`src/rtl/clt_normal_accum.sv`:
```
// Central Limit Theorem accumulator: sums 2^LOG2_SAMPLES uniform samples and re-centres on zero.
// Optional macro CLT_VARIANCE_NORM_EN arithmetically scales the result by 2^-floor(LOG2_SAMPLES/2).
module clt_normal_accum #(
   parameter int unsigned IN_BITS      = 12,
   parameter int unsigned LOG2_SAMPLES = 4,
   localparam int unsigned OUT_W       = IN_BITS + LOG2_SAMPLES
) (
   input  logic             clk,
   input  logic             rst_n,
   input  logic [31:0]      in_data,
   input  logic             in_valid,
   output logic             in_ready,
   input  logic             flush,
   output logic [OUT_W-1:0] out_data,
   output logic             out_valid,
   input  logic             out_ready
);

   localparam logic [OUT_W-1:0] Offset = {1'b1, {(OUT_W-1){1'b0}}};

   logic [OUT_W-1:0]        acc_q, acc_d;
   logic [LOG2_SAMPLES-1:0] cnt_q, cnt_d;
   logic [OUT_W-1:0]        out_data_q, out_data_d;
   logic                    out_valid_q, out_valid_d;

   logic [OUT_W-1:0]        u_ext;
   logic [OUT_W-1:0]        sum;
   logic signed [OUT_W-1:0] centred;
   logic [OUT_W-1:0]        result;
   logic                    last;
   logic                    accept;
   logic                    unused_in;

   // Only the top IN_BITS of each sample are used.
   assign unused_in = ^in_data;
   assign u_ext     = {{LOG2_SAMPLES{1'b0}}, in_data[31 -: IN_BITS]};
   assign sum       = acc_q + u_ext;
   assign centred   = sum - Offset;

`ifdef CLT_VARIANCE_NORM_EN
   localparam int unsigned Shift = LOG2_SAMPLES / 2;
   assign result = centred >>> Shift;
`else
   assign result = centred;
`endif

   assign last     = (cnt_q == {LOG2_SAMPLES{1'b1}});
   // Only the completing sample is held off while an unconsumed result is pending.
   assign in_ready = !(out_valid_q && !out_ready && last);
   assign accept   = in_valid && in_ready;

   always_comb begin
      acc_d       = acc_q;
      cnt_d       = cnt_q;
      out_data_d  = out_data_q;
      out_valid_d = out_valid_q;
      if (out_valid_q && out_ready) begin
         out_valid_d = 1'b0;
      end
      if (flush) begin
         acc_d = '0;
         cnt_d = '0;
      end else if (accept) begin
         if (last) begin
            acc_d       = '0;
            cnt_d       = '0;
            out_data_d  = result;
            out_valid_d = 1'b1;
         end else begin
            acc_d = sum;
            cnt_d = cnt_q + 1'b1;
         end
      end
   end

   always_ff @(posedge clk or negedge rst_n) begin
      if (!rst_n) begin
         acc_q       <= '0;
         cnt_q       <= '0;
         out_data_q  <= '0;
         out_valid_q <= 1'b0;
      end else begin
         acc_q       <= acc_d;
         cnt_q       <= cnt_d;
         out_data_q  <= out_data_d;
         out_valid_q <= out_valid_d;
      end
   end

   assign out_data  = out_data_q;
   assign out_valid = out_valid_q;

endmodule
```
`config.mk`:
```
export PLATFORM = sky130hd
export DESIGN_NAME = clt_normal_accum
export DESIGN_NICKNAME = d
export VERILOG_FILES = /design/src/rtl/clt_normal_accum.sv
export SDC_FILE = /design/constraint.sdc
export NUM_CORES = 1
export LEC_CHECK = 0
export BUFFER_PORTS_ARGS = -buffer_cell sky130_fd_sc_hd__buf_2
export CAP_MARGIN = 20
export CORE_ASPECT_RATIO = 1.25
export CORE_UTILIZATION = 30
export CTS_CLUSTER_SIZE = 10
export DETAILED_ROUTE_END_ITERATION = 16
export PLACE_DENSITY = 0.62
export REMOVE_ABC_BUFFERS = 1
export SYNTH_ARGS = -nofsm -noshare
export SYNTH_HDL_FRONTEND = slang
export SYNTH_SLANG_ARGS = --single-unit
```
`constraint.sdc`:
```
create_clock -name clk -period 5.7 [get_ports clk]
set_input_delay 0.285 -clock clk [delete_from_list [all_inputs] [get_ports clk]]
set_output_delay 0.285 -clock clk [all_outputs]
set_load 0.02 [all_outputs]
```
# Yosys cells after proc, flatten, opt, wreduce, memory -nomap -nowiden
# Cells that the tools add are included.
totals:
  reg_bits: 37
  out_inout_bits: 18
  wordCells: 27
op_classes:
  n_addsub: 3
  eq_ne: 1
  muxes: 10
  bitwise: 1
  n_reduce_logical: 8
ops:
  columns: ["operator", "count"]
  rows:
  - ["two-way mux 16 bit", 3]
  - ["adder 16 x 12 -> 16 bit", 1]
  - ["subtractor 16 bit (second input constant)", 1]
  - ["two-way mux 4 bit", 3]
  - ["adder 4 x 1 -> 4 bit (second input constant)", 1]
  - ["equality test 4 bit (second input constant)", 1]
  - ["logical AND 1 bit", 4]
  - ["two-way mux 1 bit", 4]
  - ["AND reduction 3 bit", 1]
  - ["zero test 1 bit", 2]
  - ["nonzero test 2 bit", 1]
  - ["inverter 1 bit", 1]

# Logic depth before layout (Yosys ltp)
# Gate-level depths: netlist (run 1).
logic_depth:
  depth_word: 7
  depth_mapped: 8
  mapped_depth_nobuf: 8

# Least setup slack after synthesis (run 1)
# No wires, ideal clock.
synth_timing:
  path_type: "register -> register"
  from: "register acc_q[0]"
  to: "register out_data_q[14] (netlist: out_data[14])"
  setup_time_ns: 0.130
  arrival_time_ns: 1.967
  required_ns: 5.570
  setup_slack_ns: 3.603
  path_stages_with_launch: 9
  n_path_buf: 0
  period_less_slack_ns: 2.097
  cell_sequence: "dfrtp_1 ha_1 fa_1 a21o_1 a221oi_2 o31a_1 a211oi_2 xnor2_1 o21ai_1"
synth_between:
  elab_chain_cells: 2
synth_rtl:
  columns: ["item", "line_no", "rtl"]
  rows:
  - ["from (decl)", "21", "logic [OUT_W-1:0] acc_q, acc_d;"]
  - ["from (signal assigned)", "78", "acc_q <= '0;"]
  - ["from (signal assigned)", "83", "acc_q <= acc_d;"]
  - ["adder 16 x 12 -> 16 bit", "37", "assign sum = acc_q + u_ext;"]
  - ["subtractor 16 bit", "38", "assign centred = sum - Offset;"]
  - ["to (signal assigned)", "85", "out_data_q <= out_data_d;"]
  - ["to (decl)", "23", "logic [OUT_W-1:0] out_data_q, out_data_d;"]
# No other way between the ends.
# A chain may end at the register's enable or synchronous reset.

# Final worst setup path (run 1)
layout_timing:
  from: "register acc_q[0]"
  to: "register out_data_q[12] (netlist: out_data[12])"
# Same word-level chain as after synthesis.

==> summary.txt, run 1 <==
Final layout
  • Commonest non-fill, non-tap cell in the layout: nand2_1
  • Fraction of layout cells with a size suffix above 1: between 20% and 30%
  • Area grow syn2layout: 18.51%
  • Commonest cells after routing, fill and taps aside: 45 x nand2_1, 37 x dfrtp_1, 34 x buf_2
  • Fin nets: 301
  • Antenna Cells: 0

STA
  • Final cycle utilization of the critical path: a little over two fifths
  • Final Slew Violations: 0
  • Worst-margin pin slew: 846.6 ps
  • Final hold viol count: 0
  • Slew HR: between 40% and 50%
  • FMAX: 415.5 MHz
  • Crit path time final: approximately 2400 ps
  • Setup Total Neg Slack: 0 ps
  • RSZ-0062 raised after global routing: false
  • Post-route clock skew: ~11 ps
  • Worst Hold Slack: between 90 and 100 ps
  • Final setup violation count: 0
  • Setup ws final: 3293 ps

Route
  • DRT Wirelength: 4433 µm
  • Met2 wire len: 1949 µm
  • Remaining DRCs: 0
  • Antenna-violating nets left: 0
  • Via count: roughly 1,700
  • Metal3 WL: 161 µm
  • First DRT Iteration DRCs: 75
  • Via density: 4.891
  • Routed len/inst: 13.12 µm
  • M1 wire length: 2234 µm
  • Top Metal Used: met4
  • Drt pass-1 iters: 4

Clock tree
  • CTS tree: built
  • CTS Sinks: 37
  • # hold bufs at CTS: 0
  • Clock root buffer: clkbuf_8
  • CTS max path bufs: 2
  • Clk Latency, worst-skew pair: 300 ps
  • Clock transition at the registers of the reported paths: 80 ps
  • Setup Fix Bufs, Post-CTS: 0
  • # resized after CTS: 0
  • CTS buffer count: 5
  • H-Tree Depth: 2

Pwr
  • NetSw: just over 200 µW
  • Power per cell area: roughly 280 nW/µm²
  • Tot Pwr: 678.0 µW
  • Sw frac: 30.04%
  • Flop pwr share: between 40% and 50%
  • Worst vdd ir: between 0.00015 and 0.0002 V
  • Pleak: 1.212 nW
  • Internal cell power: 474.3 µW
  • Power share of the combinational group: 23.6%
  • Clock power frac: 34.2%

Min path
  • Hold Crit Class: input pin to asynchronous set/reset pin

Setup path
  • Worst path required time: approximately 6000 ps
  • CP Max Fanout: 4
  • Startpoint Class: flop
  • CP peak stage delay: 410 ps
  • WP data arrival: 2550 ps
  • Setup crit end kind: flop
  • Slowest CP cell: a221oi_2
  • CP Cell Sequence: ha_1, fa_1, a21o_1, a221oi_2, o31a_1, nand2_1, xnor2_1, o21ai_0
  • CP bufs+invs: 0
  • Crit Path Class: flop to flop
  • CP delay by family, top: compound AO/OA/AOI/OAI gates

GRT
  • First-pass GRT wire length: 8052 µm
  • Total Routing Usage GR: 14.04%
  • Grt total ovfl: 0
  • Largest net degree at the start of global routing: 38
  • Vias in the first global route: 1,719
  • Initial antenna violation count: 0

Flow run
  • Max-cap violation count: 0

Logic synthesis
  • Async set or reset register ratio after synthesis: 100.0%
  • Mapped Avg Cell Area: 9.745 µm²
  • Sequential share of the synthesized area: approximately 45%
  • Post-synthesis cell type count: 41
  • Post-Syn Instances: between 200 and 250
  • Synth Warn #: 0
  • Post-Syn Area: 2076 µm²
  • Dominant cell type by area after synthesis: dfrtp_1
  • Synth Register Bits: 37
  • Number of synthesized flops with an enable pin: 0
  • Most used DFF post-synth: dfrtp_1
  • Synth top area share: 44.61%
  • Synth top area cells: dfrtp_1 45%, nand2_1 8.1%, ha_1 7.8%, a22o_1 4.2%, xnor2_1 4.2%

Status
  • Run status: finished clean

Placement
  • Detail Placement HPWL: 3199 µm
  • Dpl ws: 3249 ps
  • RD Place Congestion: around 0.85
  • # port buffers: 34

Floorplan
  • Die width: 76.40 µm
  • Row count: 33
  • Die Area: 7258 µm²
  • Initial Utilization: between 30% and 40%
  • Die Height: 95 µm
  • Core box area: 6606 µm²
  • Num ports: 55
[cells by family (layout without fill, tap and decap cells)]
| logic type | after synthesis | in the layout | share of synthesized area [%] |
|---|---|---|---|
| fa+ha+maj | 14 | 14 | 8.801 |
| compound gates | 60 | 60 | 20.31 |
| mux | 3 | 3 | 1.627 |
| xor+xnor | 14 | 14 | 5.907 |
| buf+inv | 9 | 47 | 1.748 |
| simple gates | 76 | 76 | 17.00 |
| flops | 37 | 37 | 44.61 |
[cells in the mapped netlist, drive strengths merged, types with 2 or more instances]
library cell  count
and3              2
nor2b             3
o211ai            6
inv               4
a21oi            12
a31oi             2
a22o             10
o21a              2
a21o              4
nand2            45
xor2              4
o21ai            16
or3               3
buf               2
nor2              7
nand4b            2
xnor2            10
and2              2
clkbuf            3
a211oi            3
nand3             7
mux2              3
nand2b            2
ha               13
dfrtp            37
[metrics by stage]
step	std cells	util [%]	cell area, µm²
5_1_grt	338	37.23	2460
2_1_floorplan	208	-	2054
3_5_place_dp	329	35.32	2333
4_1_cts	337	37.06	2449
3_3_place_gp	329	35.32	2333
6_report	338	37.23	2460
[metal layers]
| layer | up-vias | GRT usage, % |
|---|---|---|
| met4 | 0 | 5.288 |
| li1 | 840 | - |
| met3 | 8 | 2.802 |
| met2 | 35 | 22.60 |
| met1 | 770 | 18.65 |
| met5 | - | 0 |
[worst reg2reg max path: stages (launching register included)]
cell and delay [ps]:
dfrtp_1 380, ha_1 210, fa_1 400, a21o_1 200, a221oi_2 410, o31a_1 280
nand2_1 110, xnor2_1 180, o21ai_0 90
[state kept, by name, indices dropped and copies added, names as in the netlist]
signal,flops
out_data,16
cnt_q,4
acc_q,16
out_valid,1
[power groups by stage]
stage | Sequential [mW] | Combinational [mW] | Clock (mW)
final | 0.286 | 0.160 | 0.232
after floorplan | 0.289 | 0.121 | 0
after detailed placement | 0.291 | 0.158 | 0
after CTS | 0.286 | 0.160 | 0.237
after global placement | 0.291 | 0.157 | 0
after global routing | 0.288 | 0.182 | 0.246
[layout make-up]
type	count	area, µm²
fill	707	4146
multi-input combinational	167	1114
sequential	37	925.9
timing repair buffer	35	181.4
tap	87	108.9
clock buffer	5	68.82
clock inverter	3	46.29
inverter	4	15.01
[worst paths after layout]
check                       startpoint            to  slack [ps]  cells after the start
setup / recovery              acc_q[0]  out_data[12]        3290                      8
hold / removal                   rst_n      acc_q[5]          90                      1
setup reg to reg              acc_q[0]  out_data[12]        3290                      8
hold reg to reg            out_data[3]   out_data[3]         470                      2
max in group asynchronous        rst_n   out_data[5]        5070                      1
min in group clk                 flush      cnt_q[1]         210                      2
Power figures use the tool's default switching activity.
==> run 2, diff against run 1 <==
==> constraint.sdc (replaced) <==
create_clock -name clk -period 2.3 [get_ports clk]
set_input_delay 0.115 -clock clk [delete_from_list [all_inputs] [get_ports clk]]
set_output_delay 0.115 -clock clk [all_outputs]
set_load 0.02 [all_outputs]
==> run 2 against run 1 <==
Against the previous run:
- register-to-register slack lost 3200 ps
- sequential share of layout area is 1.2 points lower
- critical path type unchanged
- clock-buffer cell count increased by 1
- largest cell class unchanged
- critical path depth decreased by 1
- maximum frequency up 8.6%
==> summary.txt, run 2 (synthesis results as in run 1) <==
Status
  • Run status: finished clean (unchanged)

STA
  • Worst-margin pin slew: 834.7 ps (was 846.6 ps)
  • Final Slew Violations: 0 (unchanged)
  • RSZ-0062 raised after global routing: true (was false)
  • Final setup violation count: 0 (unchanged)
  • Post-route clock skew: 11.10 ps (was 10.81 ps)
  • Final hold viol count: 0 (unchanged)
  • Worst Hold Slack: 45.76 ps (was 90.01 ps)
  • Slew HR: 44.35% (was 43.35%)
  • FMAX: 451.4 MHz (was 415.5 MHz)
  • Crit path time final: 2216 ps (was 2407 ps)
  • Setup Total Neg Slack: 0 ps (unchanged)
  • Final cycle utilization of the critical path: 96.33% (was 42.22%)

Clock tree
  • CTS max path bufs: 2 (unchanged)
  • CTS tree: built (unchanged)
  • H-Tree Depth: 2 (unchanged)
  • CTS Sinks: 37 (unchanged)
  • Clock transition at the registers of the reported paths: 80 ps (about the same)
  • CTS buffer count: 5 (unchanged)
  • Clk Latency, worst-skew pair: 290 ps (was 300 ps)
  • Clock root buffer: clkbuf_8 (unchanged)

Setup path
  • Setup crit end kind: flop (unchanged)
  • R2R cell count: 7 (was 8)
  • Crit Path Class: flop to flop (unchanged)
  • Worst path required time: 2520 ps (was 5850 ps)
  • CP peak stage delay: 470 ps (was 410 ps)
  • Reg-to-reg endpoint: acc_q[15] (was out_data[12])
  • WP data arrival: 2440 ps (was 2550 ps)
  • CP delay by family, top: simple AND/OR/NAND/NOR gates (was compound AO/OA/AOI/OAI gates)
  • CP Max Fanout: 4 (unchanged)
  • CP bufs+invs: 0 (unchanged)
  • Reg-to-Reg Start: acc_q[1] (was acc_q[0])
  • Startpoint Class: flop (unchanged)
  • CP Cell Sequence: ha_1, a21oi_1, nand4b_1, a2111oi_4, nor2_2, or4_1, nand3_1 (was ha_1, fa_1, a21o_1, a221oi_2, o31a_1, nand2_1, xnor2_1, o21ai_0)
  • Register-to-register setup slack: 80 ps (was 3290 ps)
  • Slowest CP cell: a2111oi_4 (was a221oi_2)

Flow run
  • Max-cap violation count: 0 (unchanged)

Final layout
  • Fillers: 698 (was 707)
  • Area grow syn2layout: 22.54% (was 18.51%)
  • Final std cell area, no fill: 2544 µm² (was 2460 µm²)
  • Fin nets: 311 (was 301)
  • Multi-input gate area: 1149 µm² (was 1114 µm²)
  • Antenna Cells: 0 (unchanged)
  • Fraction of layout cells with a size suffix above 1: 26.54% (was 21.91%)
  • Register area: 925.9 µm² (unchanged)
  • Commonest non-fill, non-tap cell in the layout: nand2_1 (unchanged)
  • Commonest cells after routing, fill and taps aside: 44 x nand2_1, 37 x dfrtp_1, 34 x buf_2 (was 45 x nand2_1, 37 x dfrtp_1, 34 x buf_2)
  • Core Util, Final: 38.50% (was 37.23%)

Placement
  • # port buffers: 34 (unchanged)
  • RD Place Congestion: 0.8182 (was 0.8508)
  • Detail Placement HPWL: 3205 µm (was 3199 µm)
  • Area of placed instances: 2401 µm² (was 2333 µm²)

Route
  • Routed len/inst: 12.75 µm (was 13.12 µm)
  • DRT Wirelength: 4425 µm (was 4433 µm)
  • Via count: 1,679 (was 1,653)
  • Remaining DRCs: 0 (unchanged)
  • Via density: 4.839 (was 4.891)
  • First DRT Iteration DRCs: 47 (was 75)
  • Antenna-violating nets left: 0 (unchanged)
  • Drt pass-1 iters: 4 (unchanged)

GRT
  • First-pass GRT wire length: 7859 µm (was 8052 µm)
  • Grt total ovfl: 0 (unchanged)
  • Total Routing Usage GR: 13.83% (was 14.04%)
  • Largest net degree at the start of global routing: 38 (unchanged)
  • Vias in the first global route: 1,734 (was 1,719)
  • Initial antenna violation count: 0 (unchanged)

Floorplan
  • Num ports: 55 (unchanged)
  • Die Height: 95 µm (unchanged)
  • Die width: 76.40 µm (unchanged)
  • Core box area: 6606 µm² (unchanged)
  • Row count: 33 (unchanged)
  • Initial Utilization: 31.42% (unchanged)
  • Die Area: 7258 µm² (unchanged)

Pwr
  • Flop pwr share: 44.2% (was 42.2%)
  • Power per cell area: 630.4 nW/µm² (was 275.6 nW/µm²)
  • NetSw: 492.6 µW (was 203.7 µW)
  • Internal cell power: 1.111 mW (was 474.3 µW)
  • Power share of the combinational group: 26.8% (was 23.6%)
  • Sw frac: 30.72% (was 30.04%)
  • Pleak: 1.245 nW (was 1.212 nW)
  • Worst vdd ir: 0.0002997 V (was 0.0001519 V)
  • Clock power frac: 28.9% (was 34.2%)

Min path
  • Hold EP: cnt_q[1]
  • Worst hold path depth: 2
  • Hold path start: flush
  • Hold Crit Class: input pin to flop (was input pin to asynchronous set/reset pin)
run 2: cell type report:
cell class / count / share of cell area, %
Sequential cell: 37 / 36.40
Clock buffer: 6 / 3.246
Inverter: 4 / 0.5903
Multi-Input combinational cell: 167 / 45.15
Clock inverter: 1 / 0.2951
Timing Repair Buffer: 45 / 10.03
Tap cell: 87 / 4.279
run 2: metrics by stage:
step	total power, mW	worst slack [ps]	instances
CTS	1.612	36.53	346
detailed placement	1.133	62.10	338
global route	1.710	-30.35	347
floorplan	1.016	192.9	208
finish	1.603	84.43	347
global placement	1.128	83.06	338
run 2: worst max-delay path by stage:
stage | slack (ps) | start | cells past startpoint | end
final | 80 | acc_q[1] | 7 | acc_q[15]
after global routing | -30 | acc_q[0] | 9 | acc_q[10]
after CTS | 40 | acc_q[0] | 9 | acc_q[10]
after detailed placement | 60 | acc_q[0] | 9 | acc_q[10]
after global placement | 80 | acc_q[0] | 9 | acc_q[10]
after floorplan | 190 | acc_q[0] | 8 | out_data[14]
run 2: power groups by stage:
stage	logic [mW]	registers [mW]	clock network (mW)
global route	0.485	0.715	0.510
detailed placement	0.411	0.722	0
CTS	0.415	0.709	0.489
global placement	0.408	0.720	0
floorplan	0.300	0.716	0
finish	0.430	0.709	0.464
run 2: what timing repair did:
item | in CTS | in global routing
setup buffers | 0 | 1
setup endpoints to repair | 0 | 9
resized for setup | 0 | 10
hold buffers | 1 | 0
endpoints found under the hold margin | 37 | 0
run 2: metal layers:
metal / vias to the layer above / share of wire, % / wire [µm] / track usage [%]
li1: 855 / - / - / -
met1: 780 / 49 / 2183 / 16.89
met2: 35 / 45 / 1994 / 23.42
met3: 9 / 3.1 / 135 / 2.319
met4: 0 / 2.5 / 112 / 7.372
met5: - / 0 / 0 / 0
==> run 3, diff against run 2 <==
--- a/config.mk
+++ b/config.mk
@@ -8,10 +8,10 @@
 export BUFFER_PORTS_ARGS = -buffer_cell sky130_fd_sc_hd__buf_2
 export CAP_MARGIN = 20
 export CORE_ASPECT_RATIO = 1.25
-export CORE_UTILIZATION = 30
+export CORE_UTILIZATION = 52
 export CTS_CLUSTER_SIZE = 10
 export DETAILED_ROUTE_END_ITERATION = 16
-export PLACE_DENSITY = 0.62
+export PLACE_DENSITY = 0.79
 export REMOVE_ABC_BUFFERS = 1
 export SYNTH_ARGS = -nofsm -noshare
 export SYNTH_HDL_FRONTEND = slang
==> run 3 against run 2 <==
Against the previous run:
- utilization rose by 27 points
- design area fell by 1.6%
- non-clock buffer count rose by 2
- wire length fell by 2.5%
- flip-flop and latch count did not move
- sequential share of layout area rose by 0.60 points
- clock skew fell by 7.9 ps
- clock-buffer cell count fell by 1
- via count rose by 2.3%
- total power fell by 2.6%
- critical path depth did not move
==> summary.txt, run 3 (synthesis results as in run 1) <==
Min path
  • Hold EP: cnt_q[2] (was cnt_q[1])
  • Hold Crit Class: input pin to flop (unchanged)
  • Worst hold path depth: 2 (unchanged)
  • Hold path start: flush (unchanged)

Route
  • First DRT Iteration DRCs: 52 (was 47)
  • Antenna-violating nets left: 0 (unchanged)
  • Remaining DRCs: 0 (unchanged)
  • DRT Wirelength: 4314 µm (was 4425 µm)
  • Via density: 5.454 (was 4.839)
  • Via count: 1,718 (was 1,679)
  • Routed len/inst: 13.70 µm (was 12.75 µm)
  • Drt pass-1 iters: 4 (unchanged)

Floorplan
  • Die Height: 72.64 µm (was 95 µm)
  • Core box area: 3816 µm² (was 6606 µm²)
  • Die width: 58.51 µm (was 76.40 µm)
  • Row count: 25 (was 33)
  • Die Area: 4250 µm² (was 7258 µm²)
  • Initial Utilization: 54.39% (was 31.42%)
  • Num ports: 55 (unchanged)

Setup path
  • Register-to-register setup slack: 100 ps (was 80 ps)
  • R2R cell count: 7 (unchanged)
  • Setup crit end kind: flop (unchanged)
  • Reg-to-Reg Start: acc_q[9] (was acc_q[1])
  • WP data arrival: 2420 ps (was 2440 ps)
  • CP Max Fanout: 7 (was 4)
  • Worst path required time: 2520 ps (about the same)
  • Reg-to-reg endpoint: acc_q[15] (unchanged)
  • Crit Path Class: flop to flop (unchanged)
  • Startpoint Class: flop (unchanged)

Clock tree
  • Clock transition at the registers of the reported paths: 70 ps (was 80 ps)
  • CTS max path bufs: 2 (unchanged)
  • H-Tree Depth: 2 (unchanged)
  • CTS tree: built (unchanged)
  • Clock root buffer: clkbuf_8 (unchanged)
  • Clk Latency, worst-skew pair: 290 ps (about the same)
  • CTS buffer count: 5 (unchanged)
  • CTS Sinks: 37 (unchanged)
  • Setup Fix Bufs, Post-CTS: 0 (unchanged)

Pwr
  • Pleak: 1.248 nW (was 1.245 nW)
  • Power per cell area: 623.9 nW/µm² (was 630.4 nW/µm²)
  • Worst vdd ir: 0.0003790 V (was 0.0002997 V)

Flow run
  • Max-cap violation count: 0 (unchanged)

STA
  • Worst-margin pin slew: 799.0 ps (was 834.7 ps)
  • Crit path time final: 2198 ps (was 2216 ps)
  • FMAX: 454.9 MHz (was 451.4 MHz)
  • Final setup violation count: 0 (unchanged)
  • Setup Total Neg Slack: 0 ps (unchanged)
  • Post-route clock skew: 3.192 ps (was 11.10 ps)
  • Final Slew Violations: 0 (unchanged)
  • Final hold viol count: 0 (unchanged)
  • RSZ-0062 raised after global routing: false (was true)
  • Slew HR: 46.73% (was 44.35%)
  • Final cycle utilization of the critical path: 95.57% (was 96.33%)

Placement
  • Detail Placement HPWL: 3173 µm (was 3205 µm)
  • # port buffers: 34 (unchanged)
  • Placed cells: 308 (was 338)
  • RD Place Congestion: 0.8120 (was 0.8182)
  • Area of placed instances: 2382 µm² (was 2401 µm²)

Final layout
  • Area grow syn2layout: 20.55% (was 22.54%)
  • Commonest cells after routing, fill and taps aside: 45 x nand2_1, 37 x dfrtp_1, 34 x buf_2 (was 44 x nand2_1, 37 x dfrtp_1, 34 x buf_2)
  • Final std cell area, no fill: 2502 µm² (was 2544 µm²)
  • Antenna Cells: 0 (unchanged)
  • Fin nets: 313 (was 311)
  • Core Util, Final: 65.57% (was 38.50%)
  • Post-route insts no fill: 315 (was 347)
  • Fraction of layout cells with a size suffix above 1: 26.05% (was 26.54%)
  • Commonest non-fill, non-tap cell in the layout: nand2_1 (unchanged)

GRT
  • Largest net degree at the start of global routing: 38 (unchanged)
  • First-pass GRT wire length: 7258 µm (was 7859 µm)
  • Grt total ovfl: 0 (unchanged)
  • Initial antenna violation count: 0 (unchanged)
  • Total Routing Usage GR: 22.77% (was 13.83%)
  • Vias in the first global route: 1,668 (was 1,734)

Status
  • Run status: finished clean (unchanged)
-- run 3: cell type report --
type | instances | area, µm²
well taps | 54 | 67.56
clock buffers | 5 | 68.82
repair buffers | 47 | 270.3
inverters | 4 | 15.01
clock inverters | 1 | 5.005
fillers | 349 | 1314
multi-input cells | 167 | 1150
flip-flops and latches | 37 | 925.9
-- run 3: worst max path at each step --
stage	start	end	slack [ps]	cells past startpoint
after floorplan	acc_q[0]	out_data[14]	190	8
after global placement	acc_q[0]	acc_q[12]	90	9
after detailed placement	acc_q[0]	out_data[12]	50	9
after CTS	acc_q[0]	out_data[12]	30	9
after global routing	acc_q[9]	acc_q[15]	6	7
final	acc_q[9]	acc_q[15]	100	7
-- run 3: repair_timing --
| item | 4_1_cts | 5_1_grt |
|---|---|---|
| hold buffers | 1 | 0 |
| endpoints found under the setup margin | 0 | 8 |
| endpoints found under the hold margin | 37 | 0 |
| resized for setup | 0 | 9 |
-- run 3: worst max-delay path, stage by stage, from the launching register on --
cell      delay (ps)
dfrtp_1          390
ha_1             420
nand3_2          180
or3_1            390
o211ai_2         100
nor2_2            80
or4_1            470
nand3_1          100
-- run 3: per-stage QoR --
step	power (mW)	worst slack [ps]	hold WS [ps]
2_1_floorplan	1.016	192.9	-180.6
3_3_place_gp	1.127	86.18	255.4
3_5_place_dp	1.137	48.29	260.1
4_1_cts	1.559	33.09	47.47
5_1_grt	1.639	6.282	60.58
6_report	1.561	101.9	59.28
-- run 3: power breakdown --
part           leakage, nW  total (mW)  internal, mW  switching (mW)
Combinational        0.701       0.436         0.193           0.243
Clock               0.0399       0.413         0.199           0.214
Sequential           0.507       0.712         0.686          0.0257
-- run 3: layer usage --
metal | track usage, % | vias to the layer above | wire (µm)
met5 | 0 | - | 0
met4 | 8.730 | 0 | 72
met3 | 4.255 | 7 | 167
met2 | 39.34 | 34 | 2109
met1 | 28.00 | 812 | 1964
li1 | - | 865 | -
